File: config.mk
export PLATFORM = sky130hd
export DESIGN_NAME = pipe_hazard_ctrl_flat
export DESIGN_NICKNAME = d
export VERILOG_FILES = /design/src/rtl/pipe_hazard_ctrl_if.sv /design/src/rtl/pipe_hazard_ctrl.sv /design/src/flat_wrapper.sv
export SDC_FILE = /design/constraint.sdc
export NUM_CORES = 1
export LEC_CHECK = 0
export ABC_AREA = 0
export CAP_MARGIN = 20
export CORE_ASPECT_RATIO = 1.2
export CORE_MARGIN = 2
export CORE_UTILIZATION = 38
export CTS_BUF_LIST = sky130_fd_sc_hd__clkbuf_8
export CTS_CLUSTER_DIAMETER = 60
export DETAILED_ROUTE_END_ITERATION = 8
export GPL_TIMING_DRIVEN = 0
export PLACE_DENSITY = 0.93
export SLEW_MARGIN = 20
export SYNTH_ARGS = -nofsm -noshare
export SYNTH_HDL_FRONTEND = slang
export SYNTH_SLANG_ARGS = --single-unit
File: constraint.sdc
create_clock -name clk -period 2.66 [get_ports clk]
set_input_delay 0.532 -clock clk [delete_from_list [all_inputs] [get_ports clk]]
set_output_delay 0.532 -clock clk [all_outputs]
set_load 0.03 [all_outputs]
File: src/rtl/pipe_hazard_ctrl_if.sv
// Hazard-control bundle between the five-stage pipeline datapath and pipe_hazard_ctrl.
// master = pipeline side (drives hazard sources), slave = controller side (drives enables/flushes).
interface pipe_hazard_ctrl_if;
   logic [4:0]  ID_rs1;
   logic [4:0]  ID_rs2;
   logic        ID_use_rs1;
   logic        ID_use_rs2;
   logic [4:0]  EX_rd;
   logic        EX_MemRead;
   logic        EX_redirect;
   logic        MEM_mem_req;
   logic        dmem_ready;
   logic        imem_ready;
   logic        PC_en;
   logic        IF_ID_en;
   logic        ID_EX_en;
   logic        EX_MEM_en;
   logic        MEM_WB_en;
   logic        IF_ID_flush;
   logic        ID_EX_flush;
   logic        MEM_WB_flush;
   logic        dmem_timeout;
   logic [31:0] stall_cycles;
   logic [31:0] flush_count;
   // Debug view of the dmem-wait FSM: 0 = RUN, 1 = DWAIT.
   logic        state_dbg;

   modport master (
      output ID_rs1, ID_rs2, ID_use_rs1, ID_use_rs2, EX_rd, EX_MemRead,
             EX_redirect, MEM_mem_req, dmem_ready, imem_ready,
      input  PC_en, IF_ID_en, ID_EX_en, EX_MEM_en, MEM_WB_en,
             IF_ID_flush, ID_EX_flush, MEM_WB_flush, dmem_timeout,
             stall_cycles, flush_count, state_dbg
   );

   modport slave (
      input  ID_rs1, ID_rs2, ID_use_rs1, ID_use_rs2, EX_rd, EX_MemRead,
             EX_redirect, MEM_mem_req, dmem_ready, imem_ready,
      output PC_en, IF_ID_en, ID_EX_en, EX_MEM_en, MEM_WB_en,
             IF_ID_flush, ID_EX_flush, MEM_WB_flush, dmem_timeout,
             stall_cycles, flush_count, state_dbg
   );
endinterface

File: src/rtl/pipe_hazard_ctrl.sv
// Stall/flush controller for the five-stage pipeline with a dmem-wait FSM and timeout flag.
// Define PIPE_HAZARD_CTRL_PERF_EN to build the stall_cycles/flush_count performance counters.
module pipe_hazard_ctrl #(
   parameter int unsigned DMEM_TIMEOUT = 255
) (
   input logic               clk,
   input logic               rst,
   pipe_hazard_ctrl_if.slave hz
);

   typedef enum logic {
      ST_RUN   = 1'b0,
      ST_DWAIT = 1'b1
   } state_e;

   localparam logic [15:0] TIMEOUT_LIM = 16'(DMEM_TIMEOUT);

   state_e      state_q, state_d;
   logic [15:0] wait_cnt_q, wait_cnt_d;
   logic        dmem_timeout_q, dmem_timeout_d;

   logic dmem_stall;
   logic load_use;
   logic redirect_take;
   logic pc_en, if_id_en, id_ex_en, ex_mem_en, mem_wb_en;
   logic if_id_flush, id_ex_flush, mem_wb_flush;

   // Once in DWAIT the request is assumed still pending, so only dmem_ready matters.
   assign dmem_stall = ((state_q == ST_RUN) && hz.MEM_mem_req && !hz.dmem_ready) ||
                       ((state_q == ST_DWAIT) && !hz.dmem_ready);

   assign load_use = hz.EX_MemRead && (hz.EX_rd != 5'd0) &&
                     ((hz.ID_use_rs1 && (hz.ID_rs1 == hz.EX_rd)) ||
                      (hz.ID_use_rs2 && (hz.ID_rs2 == hz.EX_rd)));

   assign redirect_take = !rst && !dmem_stall && hz.EX_redirect;

   always_comb begin
      pc_en        = 1'b1;
      if_id_en     = 1'b1;
      id_ex_en     = 1'b1;
      ex_mem_en    = 1'b1;
      mem_wb_en    = 1'b1;
      if_id_flush  = 1'b0;
      id_ex_flush  = 1'b0;
      mem_wb_flush = 1'b0;
      if (rst) begin
         pc_en     = 1'b0;
         if_id_en  = 1'b0;
         id_ex_en  = 1'b0;
         ex_mem_en = 1'b0;
         mem_wb_en = 1'b0;
      end else if (dmem_stall) begin
         // EX is frozen, so a pending redirect is simply seen again after the stall.
         pc_en        = 1'b0;
         if_id_en     = 1'b0;
         id_ex_en     = 1'b0;
         ex_mem_en    = 1'b0;
         mem_wb_flush = 1'b1;
      end else if (hz.EX_redirect) begin
         if_id_flush = 1'b1;
         id_ex_flush = 1'b1;
      end else if (load_use) begin
         // Load-use wins over fetch wait: IF/ID holds its instruction instead of being flushed.
         pc_en       = 1'b0;
         if_id_en    = 1'b0;
         id_ex_flush = 1'b1;
      end else if (!hz.imem_ready) begin
         pc_en       = 1'b0;
         if_id_flush = 1'b1;
      end
   end

   always_comb begin
      state_d        = state_q;
      wait_cnt_d     = wait_cnt_q;
      dmem_timeout_d = dmem_timeout_q;
      case (state_q)
         ST_RUN: begin
            if (hz.MEM_mem_req && !hz.dmem_ready) begin
               state_d    = ST_DWAIT;
               wait_cnt_d = 16'd0;
            end
         end
         ST_DWAIT: begin
            if (hz.dmem_ready) begin
               state_d = ST_RUN;
            end else begin
               // Only cycles still waiting count towards the timeout; the completion cycle does not.
               if (wait_cnt_q < TIMEOUT_LIM) begin
                  wait_cnt_d = wait_cnt_q + 16'd1;
               end
               if (wait_cnt_d == TIMEOUT_LIM) begin
                  dmem_timeout_d = 1'b1;
               end
            end
         end
         default: state_d = ST_RUN;
      endcase
   end

   always_ff @(posedge clk or posedge rst) begin
      if (rst) begin
         state_q        <= ST_RUN;
         wait_cnt_q     <= 16'd0;
         dmem_timeout_q <= 1'b0;
      end else begin
         state_q        <= state_d;
         wait_cnt_q     <= wait_cnt_d;
         dmem_timeout_q <= dmem_timeout_d;
      end
   end

`ifdef PIPE_HAZARD_CTRL_PERF_EN
   logic [31:0] stall_cycles_q, stall_cycles_d;
   logic [31:0] flush_count_q, flush_count_d;

   always_comb begin
      stall_cycles_d = stall_cycles_q;
      flush_count_d  = flush_count_q;
      if (!pc_en) begin
         stall_cycles_d = stall_cycles_q + 32'd1;
      end
      if (redirect_take) begin
         flush_count_d = flush_count_q + 32'd1;
      end
   end

   always_ff @(posedge clk or posedge rst) begin
      if (rst) begin
         stall_cycles_q <= 32'd0;
         flush_count_q  <= 32'd0;
      end else begin
         stall_cycles_q <= stall_cycles_d;
         flush_count_q  <= flush_count_d;
      end
   end

   assign hz.stall_cycles = stall_cycles_q;
   assign hz.flush_count  = flush_count_q;
`else
   logic unused_perf;
   assign unused_perf     = redirect_take;
   assign hz.stall_cycles = 32'b0;
   assign hz.flush_count  = 32'b0;
`endif

   assign hz.PC_en        = pc_en;
   assign hz.IF_ID_en     = if_id_en;
   assign hz.ID_EX_en     = id_ex_en;
   assign hz.EX_MEM_en    = ex_mem_en;
   assign hz.MEM_WB_en    = mem_wb_en;
   assign hz.IF_ID_flush  = if_id_flush;
   assign hz.ID_EX_flush  = id_ex_flush;
   assign hz.MEM_WB_flush = mem_wb_flush;
   assign hz.dmem_timeout = dmem_timeout_q;
   assign hz.state_dbg    = state_q;

endmodule
File: src/flat_wrapper.sv
// flat-port wrapper written by rule: the top's interface ports become plain ports
module pipe_hazard_ctrl_flat 
#(
   parameter int unsigned DMEM_TIMEOUT = 255
)
  (clk, rst, hz_ID_rs1, hz_ID_rs2, hz_ID_use_rs1, hz_ID_use_rs2, hz_EX_rd, hz_EX_MemRead, hz_EX_redirect, hz_MEM_mem_req, hz_dmem_ready, hz_imem_ready, hz_PC_en, hz_IF_ID_en, hz_ID_EX_en, hz_EX_MEM_en, hz_MEM_WB_en, hz_IF_ID_flush, hz_ID_EX_flush, hz_MEM_WB_flush, hz_dmem_timeout, hz_stall_cycles, hz_flush_count, hz_state_dbg);
  pipe_hazard_ctrl_if hz_i ();
  input logic clk;
  input logic rst;
  input wire logic [$bits(hz_i.ID_rs1)-1:0] hz_ID_rs1;
  input wire logic [$bits(hz_i.ID_rs2)-1:0] hz_ID_rs2;
  input wire logic [$bits(hz_i.ID_use_rs1)-1:0] hz_ID_use_rs1;
  input wire logic [$bits(hz_i.ID_use_rs2)-1:0] hz_ID_use_rs2;
  input wire logic [$bits(hz_i.EX_rd)-1:0] hz_EX_rd;
  input wire logic [$bits(hz_i.EX_MemRead)-1:0] hz_EX_MemRead;
  input wire logic [$bits(hz_i.EX_redirect)-1:0] hz_EX_redirect;
  input wire logic [$bits(hz_i.MEM_mem_req)-1:0] hz_MEM_mem_req;
  input wire logic [$bits(hz_i.dmem_ready)-1:0] hz_dmem_ready;
  input wire logic [$bits(hz_i.imem_ready)-1:0] hz_imem_ready;
  output wire logic [$bits(hz_i.PC_en)-1:0] hz_PC_en;
  output wire logic [$bits(hz_i.IF_ID_en)-1:0] hz_IF_ID_en;
  output wire logic [$bits(hz_i.ID_EX_en)-1:0] hz_ID_EX_en;
  output wire logic [$bits(hz_i.EX_MEM_en)-1:0] hz_EX_MEM_en;
  output wire logic [$bits(hz_i.MEM_WB_en)-1:0] hz_MEM_WB_en;
  output wire logic [$bits(hz_i.IF_ID_flush)-1:0] hz_IF_ID_flush;
  output wire logic [$bits(hz_i.ID_EX_flush)-1:0] hz_ID_EX_flush;
  output wire logic [$bits(hz_i.MEM_WB_flush)-1:0] hz_MEM_WB_flush;
  output wire logic [$bits(hz_i.dmem_timeout)-1:0] hz_dmem_timeout;
  output wire logic [$bits(hz_i.stall_cycles)-1:0] hz_stall_cycles;
  output wire logic [$bits(hz_i.flush_count)-1:0] hz_flush_count;
  output wire logic [$bits(hz_i.state_dbg)-1:0] hz_state_dbg;
  assign hz_i.ID_rs1 = hz_ID_rs1;
  assign hz_i.ID_rs2 = hz_ID_rs2;
  assign hz_i.ID_use_rs1 = hz_ID_use_rs1;
  assign hz_i.ID_use_rs2 = hz_ID_use_rs2;
  assign hz_i.EX_rd = hz_EX_rd;
  assign hz_i.EX_MemRead = hz_EX_MemRead;
  assign hz_i.EX_redirect = hz_EX_redirect;
  assign hz_i.MEM_mem_req = hz_MEM_mem_req;
  assign hz_i.dmem_ready = hz_dmem_ready;
  assign hz_i.imem_ready = hz_imem_ready;
  assign hz_PC_en = hz_i.PC_en;
  assign hz_IF_ID_en = hz_i.IF_ID_en;
  assign hz_ID_EX_en = hz_i.ID_EX_en;
  assign hz_EX_MEM_en = hz_i.EX_MEM_en;
  assign hz_MEM_WB_en = hz_i.MEM_WB_en;
  assign hz_IF_ID_flush = hz_i.IF_ID_flush;
  assign hz_ID_EX_flush = hz_i.ID_EX_flush;
  assign hz_MEM_WB_flush = hz_i.MEM_WB_flush;
  assign hz_dmem_timeout = hz_i.dmem_timeout;
  assign hz_stall_cycles = hz_i.stall_cycles;
  assign hz_flush_count = hz_i.flush_count;
  assign hz_state_dbg = hz_i.state_dbg;
  pipe_hazard_ctrl #(.DMEM_TIMEOUT(DMEM_TIMEOUT)) u_core (.clk(clk), .rst(rst), .hz(hz_i));
endmodule
==> key figures <==
Outcome
  • Run status: finished, final reports clean

Placed design
  • Routability cong.: 0.8626
  • Hpwl dp: approximately 2.8 mm
  • Place WS: -0.6602 ns
  • Total placed cells including tap cells: between 300 and 400
  • DP Area: around 0.0022 mm²
  • PortBufs: 33

Synthesis
  • Sequential share of the synthesized area: between 20 and 30%
  • Post-synthesis cell count: 185
  • Main combinational cell family by area after synthesis: buffers and inverters
  • Most used DFF post-synth: dfrtp_1
  • Post-Synth Adder-Cell Area: 0.7843%
  • Number of synthesized flops with an enable pin: 0
  • Post-synthesis mux area share: 0%
  • Yosys reg bits: 18
  • Synth Area per Inst: about 8.6 µm²
  • Post-synthesis simple-gate area fraction: about 18%
  • Synth cell types: 42
  • Post-Syn Area: roughly 0.0016 mm²
  • Number of synthesis warnings: 0
  • Compound-Gate Fraction of Synth Area: between 10% and 20%
  • Post-synthesis xor/xnor area fraction: 6.588%
  • Ys async rst share: between 90% and 100%

Worst setup path
  • R2R Setup Slk: between 0.5 and 0.6 ns
  • RR Endpoint: u_core.hz.dmem_timeout
  • CP Launch Type: primary input
  • Worst R2R Start: u_core.wait_cnt_q[0]
  • Crit Path Max Fanout: 3
  • Setup CP Type: in -> out
  • Reg2reg path depth: 6
  • Worst EP required: between 2 and 2.5 ns
  • CP endpoint kind: primary output
  • Arrival @ worst endpoint: a little over 2 ns

Global routing
  • GR Layer Usage met3: 2.242%
  • Grt total ovfl: 0
  • GR Util met1: approximately 15%
  • GRT Total Usage: between 10% and 20%
  • Most Crowded Layer GR: met2
  • Wire length of the first global-routing pass: 5.382 mm
  • Largest net degree at the start of global routing: 19
  • Antenna violations before repair: 0
  • Met2 usage: a little under 30%
  • Vias in the first global route: about 1200

CTS
  • Clock latency at the later pin of the worst-skew pair: 0.26 ns
  • Maximum root-to-sink buffer count: 2
  • Num CTS Buffers: 3
  • Clk slew on worst S/H paths: approximately 0.070 ns
  • Clk root buf: clkbuf_8
  • TritonCTS clock tree: done
  • Clock tree sinks: 18
  • Htree depth: 1

Route
  • Routed wire length: 3.590 mm
  • Vias per inst: just over 4
  • Total number of vias: approximately 1400
  • Avg WL per Cell: between 10 and 15 µm
  • DRC: 0
  • Initial DRC Count: 55
  • Drt first pass iters: 5
  • Antenna Nets Post-Route: 0

Power and ir drop
  • Pwr Total: approximately 830 µW
  • Pwr per Cell Area: 357.6 mW/mm²
  • Peak supply drop: around 0.00018 V
  • LEAKAGE: 1.301 nW

STA
  • Worst-Margin Slew: 0.7971 ns
  • Slew HR: a little under half
  • Worst setup margin: around 0.085 ns
  • Period Utilization, post-route: between 90% and 100%
  • Hold slack final: around 0.47 ns
  • Fin. Hold Viols: 0
  • Setup Skew: around 0.0052 ns
  • Final min period: ~2.6 ns
  • F_max: around 0.4 GHz
  • Setup TNS: 0 ns
  • Slew Viols, Final: 0
  • # setup viols final: 0

Floorplanning
  • Die Wd: about 63 µm
  • Initial core utilization: around two fifths
  • Die H: roughly 75 µm
  • Placeable core region: around 0.0040 mm²
  • Die area: about 0.0047 mm²
  • FP Rows: 25
  • I/O Pins: a little under 100

Finish
  • Multi-input logic area: ~920 µm²
  • Fill cells: 351
  • Core Util, Final: 58.46%
  • Ant diodes: 0
  • Net count, final: roughly 310
  • FF+latch area: about 450 µm²
  • Synth-to-Final Area Change: 45.57%
  • Design area: between 0.002 and 0.0025 mm²
  • Share of layout cells above drive strength 1: between 30% and 40%
  • Layout Cells excl Fill: roughly 340

Min path
  • Worst hold path type: reg -> reg
  • Worst hold endpoint: u_core.hz.dmem_timeout
  • Hold_sp: u_core.hz.dmem_timeout
  • Hold path depth: 1

Run
  • Max Cap Violations: 0
[kinds of logic (layout without fill, tap and decap cells)]
logic type                 count (synthesis)  after routing
adders and majority gates                  1              1
buffers and inverters                     71            110
AOI/OAI and AO/OA                         33             33
xor gates and xnor gates                  12             12
DFF                                       18             18
and+or+nand+nor                           49             49
other                                      1             64
[worst max-delay path, cell delays in order]
cell             delay [ns]
clkdlybuf4s15_1        0.23
or4_4                  0.44
o21ai_2                0.16
a21oi_2                0.05
buf_4                  0.13
o41ai_2                0.29
buf_4                  0.21
[worst max path at each step]
stage	startpoint	depth (start not counted)	end	slack [ns]
after global placement	hz_EX_rd[0]	6	hz_IF_ID_flush	-0.62
final	hz_EX_rd[4]	7	hz_IF_ID_flush	0.09
after global routing	hz_ID_rs2[3]	8	hz_IF_ID_flush	-0.0009
after detailed placement	hz_EX_rd[2]	7	hz_ID_EX_flush	-0.66
after CTS	hz_ID_rs2[2]	8	hz_IF_ID_flush	0.005
after floorplan	u_core.hz.state_dbg	4	hz_IF_ID_en	0.16
[flip-flops by register name, summed over array words and instances, names as in the netlist]
signal and cells:
u_core.hz.state_dbg 1, u_core.hz.dmem_timeout 1, u_core.wait_cnt_q 16
[power by group]
group / switching [mW] / internal [mW] / leakage [nW]
sequential: 0.0118 / 0.282 / 0.248
clock: 0.0923 / 0.101 / 0.0216
combinational: 0.212 / 0.132 / 1.03
total: 0.316 / 0.515 / 1.30
[cell type report]
class                           count  share of cell area [%]
Multi-Input combinational cell    159                   39.49
Buffer                             68                   21.50
Sequential cell                    18                   19.40
Timing Repair Buffer               36                   14.28
Tap cell                           54                   2.909
Clock buffer                        3                   1.778
Inverter                            3                  0.6466
[layer usage]
metal | routed length, µm | vias up
met2 | 2008 | 73
met3 | 270 | 10
met1 | 1255 | 618
li1 | - | 708
met5 | 0 | -
met4 | 55 | 0
[cells in the mapped netlist, drive strengths merged, types with 4 or more instances]
cell	number	area (µm²)
o21ai	6	30.02
nand2	7	26.28
nor2	8	32.54
nor2b	9	56.30
a21oi	9	45.04
a31oi	4	25.02
and3	4	25.02
buf	65	488.0
nand3	5	25.02
xor2	9	78.83
dfrtp	18	450.4
[timing repair]
action | in CTS | in global routing
endpoints found under the setup margin | 7 | 5
hold buffers | 0 | 0
setup buffers | 2 | 1
pin swaps | 4 | 7
hold endpoints to repair | 0 | 0
resized for setup | 36 | 19
[placed cells by master (no fill, tap or decap), drive strengths merged, types with 2 or more instances in the layout]
master | synthesis | routed
o21ai | 6 | 6
clkbuf | 3 | 9
nand3 | 5 | 5
a31o | 2 | 2
dfrtp | 18 | 18
inv | 3 | 2
a21oi | 9 | 9
or4 | 3 | 3
xor2 | 9 | 9
dlygate4sd2 | 0 | 3
buf | 65 | 72
nor2 | 8 | 8
and3 | 4 | 4
conb | 1 | 64
a31oi | 4 | 4
dlymetal6s2s | 0 | 5
xnor2 | 3 | 3
nor4 | 2 | 2
o41ai | 2 | 2
nor3 | 3 | 3
nor2b | 9 | 9
clkdlybuf4s15 | 0 | 2
nand2 | 7 | 7
clkdlybuf4s50 | 0 | 16
and4 | 2 | 2
a21o | 2 | 2
No activity file was read; power rests on OpenSTA's default activity.
